$ cat src/rtl/stage_fetch.sv
// stage_fetch: instruction fetch stage driving a Wishbone-style instruction bus.
// Define FETCH_SKID_EN to add a one-entry skid buffer for one fetch per cycle.
module stage_fetch #(
   parameter logic [31:0] RESET_ADDR = 32'h8000_0000
) (
   input  logic        clk_i,
   input  logic        rst_i,
   input  logic        stall_i,
   input  logic        is_br_j_taken_i,
   input  logic [31:0] br_j_addr_i,
   output logic [31:0] iwbm_addr_o,
   output logic        iwbm_cyc_o,
   output logic        iwbm_stb_o,
   input  logic [31:0] iwbm_dat_i,
   input  logic        iwbm_ack_i,
   input  logic        iwbm_err_i,
   output logic [31:0] inst_o,
   output logic [31:0] pc_o,
   output logic        valid_o,
   output logic        e_inst_access_fault_o
);

   localparam logic [31:0] NOP = 32'h0000_0013;

   typedef enum logic [2:0] {
      IDLE,
      REQ,
      HOLD,
      FLUSH,
      FAULT
   } state_e;

   state_e      state_q, state_d;
   logic [31:0] pc_q, pc_d;
   logic [31:0] addr_q, addr_d;
   logic [31:0] inst_q, inst_d;
   logic [31:0] pco_q, pco_d;
   logic        valid_q, valid_d;
   logic        fault_q, fault_d;

   logic        stb;
   logic        ack;
   logic        err;
   logic        xfer;
   logic        redir;
   logic [31:0] pc_inc;
   logic [31:0] rsp_inst;

`ifdef FETCH_SKID_EN
   logic [31:0] sk_inst_q, sk_inst_d;
   logic [31:0] sk_pc_q, sk_pc_d;
   logic        sk_v_q, sk_v_d;
   logic        sk_f_q, sk_f_d;
`endif

   assign stb      = (state_q == REQ) || (state_q == FLUSH);
   assign err      = stb & iwbm_err_i;
   assign ack      = stb & iwbm_ack_i & ~iwbm_err_i;
   assign xfer     = valid_q & ~stall_i;
   assign redir    = is_br_j_taken_i;
   assign pc_inc   = pc_q + 32'd4;
   assign rsp_inst = err ? NOP : iwbm_dat_i;

   always_comb begin
      state_d = state_q;
      pc_d    = pc_q;
      // FLUSH keeps presenting the abandoned address until it terminates
      addr_d  = (state_q == FLUSH) ? addr_q : pc_q;
      inst_d  = inst_q;
      pco_d   = pco_q;
      valid_d = valid_q;
      fault_d = fault_q;
`ifdef FETCH_SKID_EN
      sk_inst_d = sk_inst_q;
      sk_pc_d   = sk_pc_q;
      sk_v_d    = sk_v_q;
      sk_f_d    = sk_f_q;
`endif

      if (xfer) begin
`ifdef FETCH_SKID_EN
         if (sk_v_q) begin
            inst_d  = sk_inst_q;
            pco_d   = sk_pc_q;
            fault_d = sk_f_q;
            sk_v_d  = 1'b0;
         end else begin
            valid_d = 1'b0;
         end
`else
         valid_d = 1'b0;
`endif
      end

      if (redir) begin
         valid_d = 1'b0;
         fault_d = 1'b0;
         pc_d    = br_j_addr_i;
`ifdef FETCH_SKID_EN
         sk_v_d  = 1'b0;
`endif
         if (stb && !(iwbm_ack_i || iwbm_err_i)) begin
            state_d = FLUSH;
         end else begin
            state_d = REQ;
         end
      end else begin
         unique case (state_q)
            IDLE: state_d = REQ;
            REQ: begin
               if (ack || err) begin
`ifdef FETCH_SKID_EN
                  if (valid_q && stall_i) begin
                     sk_inst_d = rsp_inst;
                     sk_pc_d   = pc_q;
                     sk_f_d    = err;
                     sk_v_d    = 1'b1;
                  end else
`endif
                  begin
                     inst_d  = rsp_inst;
                     pco_d   = pc_q;
                     valid_d = 1'b1;
                     fault_d = err;
                  end
                  if (err) begin
                     state_d = FAULT;
                  end else begin
                     pc_d = pc_inc;
`ifdef FETCH_SKID_EN
                     state_d = (valid_q && stall_i) ? HOLD : REQ;
`else
                     state_d = HOLD;
`endif
                  end
               end
            end
            HOLD: begin
               if (xfer) begin
                  state_d = REQ;
               end
            end
            FLUSH: begin
               if (ack || err) begin
                  state_d = REQ;
               end
            end
            FAULT: state_d = FAULT;
            default: state_d = IDLE;
         endcase
      end
   end

   always_ff @(posedge clk_i or posedge rst_i) begin
      if (rst_i) begin
         state_q <= IDLE;
         pc_q    <= RESET_ADDR;
         addr_q  <= RESET_ADDR;
         inst_q  <= NOP;
         pco_q   <= '0;
         valid_q <= 1'b0;
         fault_q <= 1'b0;
      end else begin
         state_q <= state_d;
         pc_q    <= pc_d;
         addr_q  <= addr_d;
         inst_q  <= inst_d;
         pco_q   <= pco_d;
         valid_q <= valid_d;
         fault_q <= fault_d;
      end
   end

`ifdef FETCH_SKID_EN
   always_ff @(posedge clk_i or posedge rst_i) begin
      if (rst_i) begin
         sk_inst_q <= NOP;
         sk_pc_q   <= '0;
         sk_v_q    <= 1'b0;
         sk_f_q    <= 1'b0;
      end else begin
         sk_inst_q <= sk_inst_d;
         sk_pc_q   <= sk_pc_d;
         sk_v_q    <= sk_v_d;
         sk_f_q    <= sk_f_d;
      end
   end
`endif

   assign iwbm_stb_o            = stb;
   assign iwbm_cyc_o            = stb;
   assign iwbm_addr_o           = (state_q == FLUSH) ? addr_q : pc_q;
   assign inst_o                = inst_q;
   assign pc_o                  = pco_q;
   assign valid_o               = valid_q;
   assign e_inst_access_fault_o = fault_q;

`ifndef SYNTHESIS
   a_addr_hold: assert property (@(posedge clk_i) disable iff (rst_i)
      (stb && !iwbm_ack_i && !iwbm_err_i) |=> (iwbm_addr_o == $past(iwbm_addr_o)));

   a_out_hold: assert property (@(posedge clk_i) disable iff (rst_i)
      (valid_q && stall_i && !redir) |=>
      (valid_q && inst_q == $past(inst_q) && pco_q == $past(pco_q)));
`endif

endmodule
$ cat config.mk
export PLATFORM = sky130hd
export DESIGN_NAME = stage_fetch
export DESIGN_NICKNAME = d
export VERILOG_FILES = /design/src/rtl/stage_fetch.sv
export SDC_FILE = /design/constraint.sdc
export NUM_CORES = 1
export LEC_CHECK = 0
export ABC_AREA = 1
export BUFFER_PORTS_ARGS = -buffer_cell sky130_fd_sc_hd__buf_4
export CORE_ASPECT_RATIO = 2
export CORE_UTILIZATION = 55
export DETAILED_ROUTE_END_ITERATION = 7
export PLACE_DENSITY_LB_ADDON = 0.3
export SKIP_LAST_GASP = 1
export SLEW_MARGIN = 20
export SYNTH_ARGS = -nofsm -noshare
export SYNTH_HDL_FRONTEND = slang
export SYNTH_SLANG_ARGS = --single-unit
$ cat constraint.sdc
create_clock -name clk_i -period 6.2 [get_ports clk_i]
set_input_delay 0.62 -clock clk_i [delete_from_list [all_inputs] [get_ports clk_i]]
set_output_delay 0.62 -clock clk_i [all_outputs]
set_load 0.02 [all_outputs]
-- Word-level counts from Yosys, hierarchy flattened
Cells that the tools add are included.
- reductions and logical operators: 12
- bitwise gates (word level): 7
- add/sub/neg operators: 1
- equal/unequal tests: 8
- multiplexer cells: 20
- operator list (kind ; count):
    $mux 32 ; 6
    $add 32x3->32 const B ; 1
    $mux 3 ; 5
    $pmux 3 s5 ; 1
    $reduce_and 3->1 ; 3
    $mux 1 ; 7
    $eq 3x2->1 const B ; 2
    $ne 3x2->1 const B ; 2
    $and 1x1->1 ; 4
    $reduce_bool 2->1 ; 2
    $eq 3x1->1 const B ; 1
    $eq 3x3->1 const B ; 1
    $logic_not 3->1 ; 1
    $logic_or 1x1->1 ; 3
    $ne 3x3->1 const B ; 1
    $not 1->1 ; 3
    $mux 2 ; 1
    $ne 2x2->1 const B ; 1
    $reduce_and 2->1 ; 1
    $logic_and 1x1->1 ; 1
    $logic_not 1->1 ; 1
- input port bits: 70
- register bits: 133
- output and inout port bits: 100

-- Logic depth before layout (Yosys ltp)
- word-level depth: 8
- gate-level depth with buffers: 11

-- Worst setup path before layout
Ideal clock, no wire load.
- path kind: register -> output
- start: register state_q[1]
- end: output iwbm_addr_o[31]
- required time: 5580 ps
- buffers on the path: 1
- stages on the path, launching flop included: 7
- slack: 4220 ps
- data arrival time: 1360 ps
- path through: dfrtp_1 > inv_2 > nor2_1 > nand2_1 > inv_2 > clkbuf_1 > o21ai_0
- cells in the longest elaborated chain, start to end: 2
- RTL lines (item ; line ; RTL):
    start, declared ; 33 ; state_e state_q, state_d;
    start signal, assigned ; 164 ; state_q <= state_d;
    $eq 3x2->1 ; 192 ; assign iwbm_addr_o = (state_q == FLUSH) ? addr_q : pc_q;
    $mux 32 ; 192 ;
    end, declared ; 11 ; output logic [31:0] iwbm_addr_o,
No other way between the ends.

-- Worst setup path after layout
- start: register state_q[2]
- end: output iwbm_addr_o[16]
The elaborated chain is that of the path after synthesis.

==> metrics.csv <==
stage,metric,value,unit
sta,Slew HR,37.1,%
finish,nets,1000,
yosys,post-synthesis cell type count,32,
sta,# setup viols final,0,
die,Die Span X,76.8,µm
sta,FMAX,325,MHz
yosys,"area leader, netlist",dfrtp_1,
die,die area,11700,µm²
yosys,Mapped Cells,770,
global_route,initial antenna violation count,0,
route,WL final,17400,µm
sta,Final Cycle Share,49.7,%
die,Starting Density,56.6,%
route,Avg WL per Cell,16.0,µm
pwr,static leakage,0.00417,µW
die,Core Area,10900,µm²
clock_network,clock slew at reported path FFs,0.06,ns
setup_path,reg2reg start,state_q[2],
global_route,gr usage total,30.7,%
status,outcome,"finished, final reports clean",
sta,worst-margin pin slew,0.942,ns
clock_network,maximum buffer depth of the clock tree,2,
min_path,Min-Delay Path Class,input port to async pin,
route,vias,5702,
yosys,synthesized cell area,6160,µm²
clock_network,Clock Latency Late Sink,0.42,ns
die,row cnt,54,
job,total of max-cap violations,0,
yosys,YS warnings,0,
yosys,syn avg cell area,8.00,µm²
finish,Multi-input gate area,2440,µm²
setup_path,Worst Setup EP,iwbm_addr_o[16],
clock_network,Setup Buffers After CTS,0,
pwr,maximum vdd drop,404,µV
route,initial DRC count,334,
sta,setup tns final,0,ns
setup_path,Worst R2R End,addr_q[9],
yosys,"top cells by area, synth","dfrtp_1 (52%), nand2_1 (21%), o21ai_0 (5.0%)",
clock_network,H-tree levels,4,
finish,"Area growth, synth to finish",29.8,%
yosys,Main synth FF type,dfrtp_1,
pwr,P per Cell Area,483,nW/µm²
yosys,post-synthesis register bit count,133,
global_route,GRT overflow,0,
setup_path,Setup crit end kind,primary output,
route,drt drc,0,
clock_network,CTS tree,done,
placement,IO Port Bufs,169,
clock_network,CTS Buf Count,17,
yosys,post-synthesis net count,841,
route,antenna-violating nets left,0,
sta,fin. max-slew vios,0,
setup_path,Crit Path Class,register to primary output,
global_route,first-pass GRT wire length,26800,µm
die,Die H,152,µm
finish,"commonest non-fill, non-tap cell in the layout",nand2_1,
setup_path,Critical Path AT,2.46,ns
setup_path,WP data required,5.58,ns
sta,unrepaired setup endpoints after global routing,false,
finish,Storage cell area,3330,µm²
yosys,asr flop ratio synth,100,%
setup_path,Worst Setup SP,state_q[2],
setup_path,worst-path maximum fanout,55,
setup_path,FF-to-FF path depth,4,
yosys,Post-synth EDFFs,0,
finish,Antenna Diode Count,0,
placement,routability cong.,0.958,
placement,detailed placement HPWL,12300,µm
finish,share of post-route cells with drive strength above 1,25.2,%
sta,final hold vios,0,
finish,final core utilization,73.5,%
clock_network,# clock sinks,133,
clock_network,cts repair resizes,0,
clock_network,clk root buf,clkbuf_16,
clock_network,CTS Hold Bufs,0,
global_route,largest net degree at the start of global routing,88,
die,number of I/O pins,170,
yosys,post-synthesis sequential area ratio,54.1,%
yosys,Synth top area share,52.0,%
finish,Fill cells,859,
setup_path,startpoint types,register,
sta,Final Critical Period,3.08,ns
setup_path,worst reg2reg setup slack,4.21,ns
sta,Max Clock Skew,0.00912,ns
finish,most frequent cells in the layout,"nand2_1 (339), buf_4 (170), dfrtp_1 (128)",
route,Pre-antenna DRT Iters,6,
global_route,vias in the first global route,5545,
route,Via density,5.27,
-- worst max-delay path, cell delays in order (launching register included) --
cell	delay [ns]
dfrtp_1	0.42
nor2_1	0.16
nand2_1	0.24
inv_2	0.68
nand2_1	0.13
o21ai_0	0.17
buf_4	0.21
-- registers in the layout, indices dropped and copies added (netlist names) --
register	count
pc_o	32
pc_q	32
state_q	3
e_inst_access_fault_o	1
valid_o	1
addr_q	32
inst_o	32
-- cells in the mapped netlist (2+ instances only) --
master	instances
nor2_2	5
inv_4	2
xnor2_1	2
clkbuf_1	11
nand2_2	5
nand2_1	339
o21ai_0	62
nor2_4	5
buf_4	9
o211ai_1	6
o22ai_1	3
buf_2	6
nor2_1	56
a21oi_1	6
nand2_4	3
dfrtp_1	128
and2_1	3
dfstp_2	5
xor2_1	7
nand4_1	4
or2_2	2
inv_2	5
buf_6	5
nand3_1	42
inv_1	42
-- worst min path at each step --
| stage | cells past startpoint | end | from |
|---|---|---|---|
| after CTS | 2 | inst_o[15] | rst_i |
| after detailed placement | 2 | addr_q[17] | addr_q[17] |
| after global placement | 2 | pc_o[17] | pc_o[17] |
| after global routing | 2 | inst_o[15] | rst_i |
| after floorplan | 2 | pc_q[31] | pc_q[31] |
| final | 2 | inst_o[15] | rst_i |
-- per-stage QoR --
| stage | hold slack, ns | power (µW) | cells | area [µm²] | worst slack (ns) |
|---|---|---|---|---|---|
| final | 0.283 | 3870 | 1082 | 8000 | 3.12 |
| after global routing | 0.332 | 4060 | 1082 | 8000 | 2.90 |
| after CTS | 0.302 | 3880 | 1082 | 7990 | 3.15 |
| after detailed placement | 0.456 | 2900 | 1050 | 7430 | 3.56 |
| after global placement | 0.455 | 2870 | 1050 | 7430 | 3.59 |
| after floorplan | 0.479 | 2250 | 770 | 6160 | 2.03 |
-- layout make-up --
cell class | instances | share of cell area (%)
flip-flops and latches | 133 | 41.7
repair buffers | 171 | 16.1
inverters | 49 | 2.39
clock inverters | 13 | 1.55
clock buffers | 19 | 5.54
multi-input cells | 557 | 30.5
well taps | 140 | 2.19
-- logic make-up after synthesis --
family,after synthesis,synth area share (%)
AND/OR/NAND/NOR,468,31.3
flip-flops,133,54.1
buffers and inverters,80,6.24
AO/OA/AOI/OAI,79,6.80
XOR/XNOR,9,1.28
adder cells (fa/ha/maj),1,0.203
-- metal layers --
layer | track usage (%) | up-vias | wire [µm] | part of all wire [%]
met2 | 55.4 | 228 | 9400 | 54
met4 | 22.6 | 0 | 1190 | 6.9
li1 | - | 2731 | - | -
met5 | 0 | - | 0 | 0
met3 | 6.23 | 70 | 834 | 4.8
met1 | 31.0 | 2673 | 5950 | 34
-- report_power, final --
group	internal [µW]	switching (µW)	total, µW
Sequential	1200	205	1400
Combinational	560	939	1500
Clock	568	393	961
(Power assumes the default switching activity.)
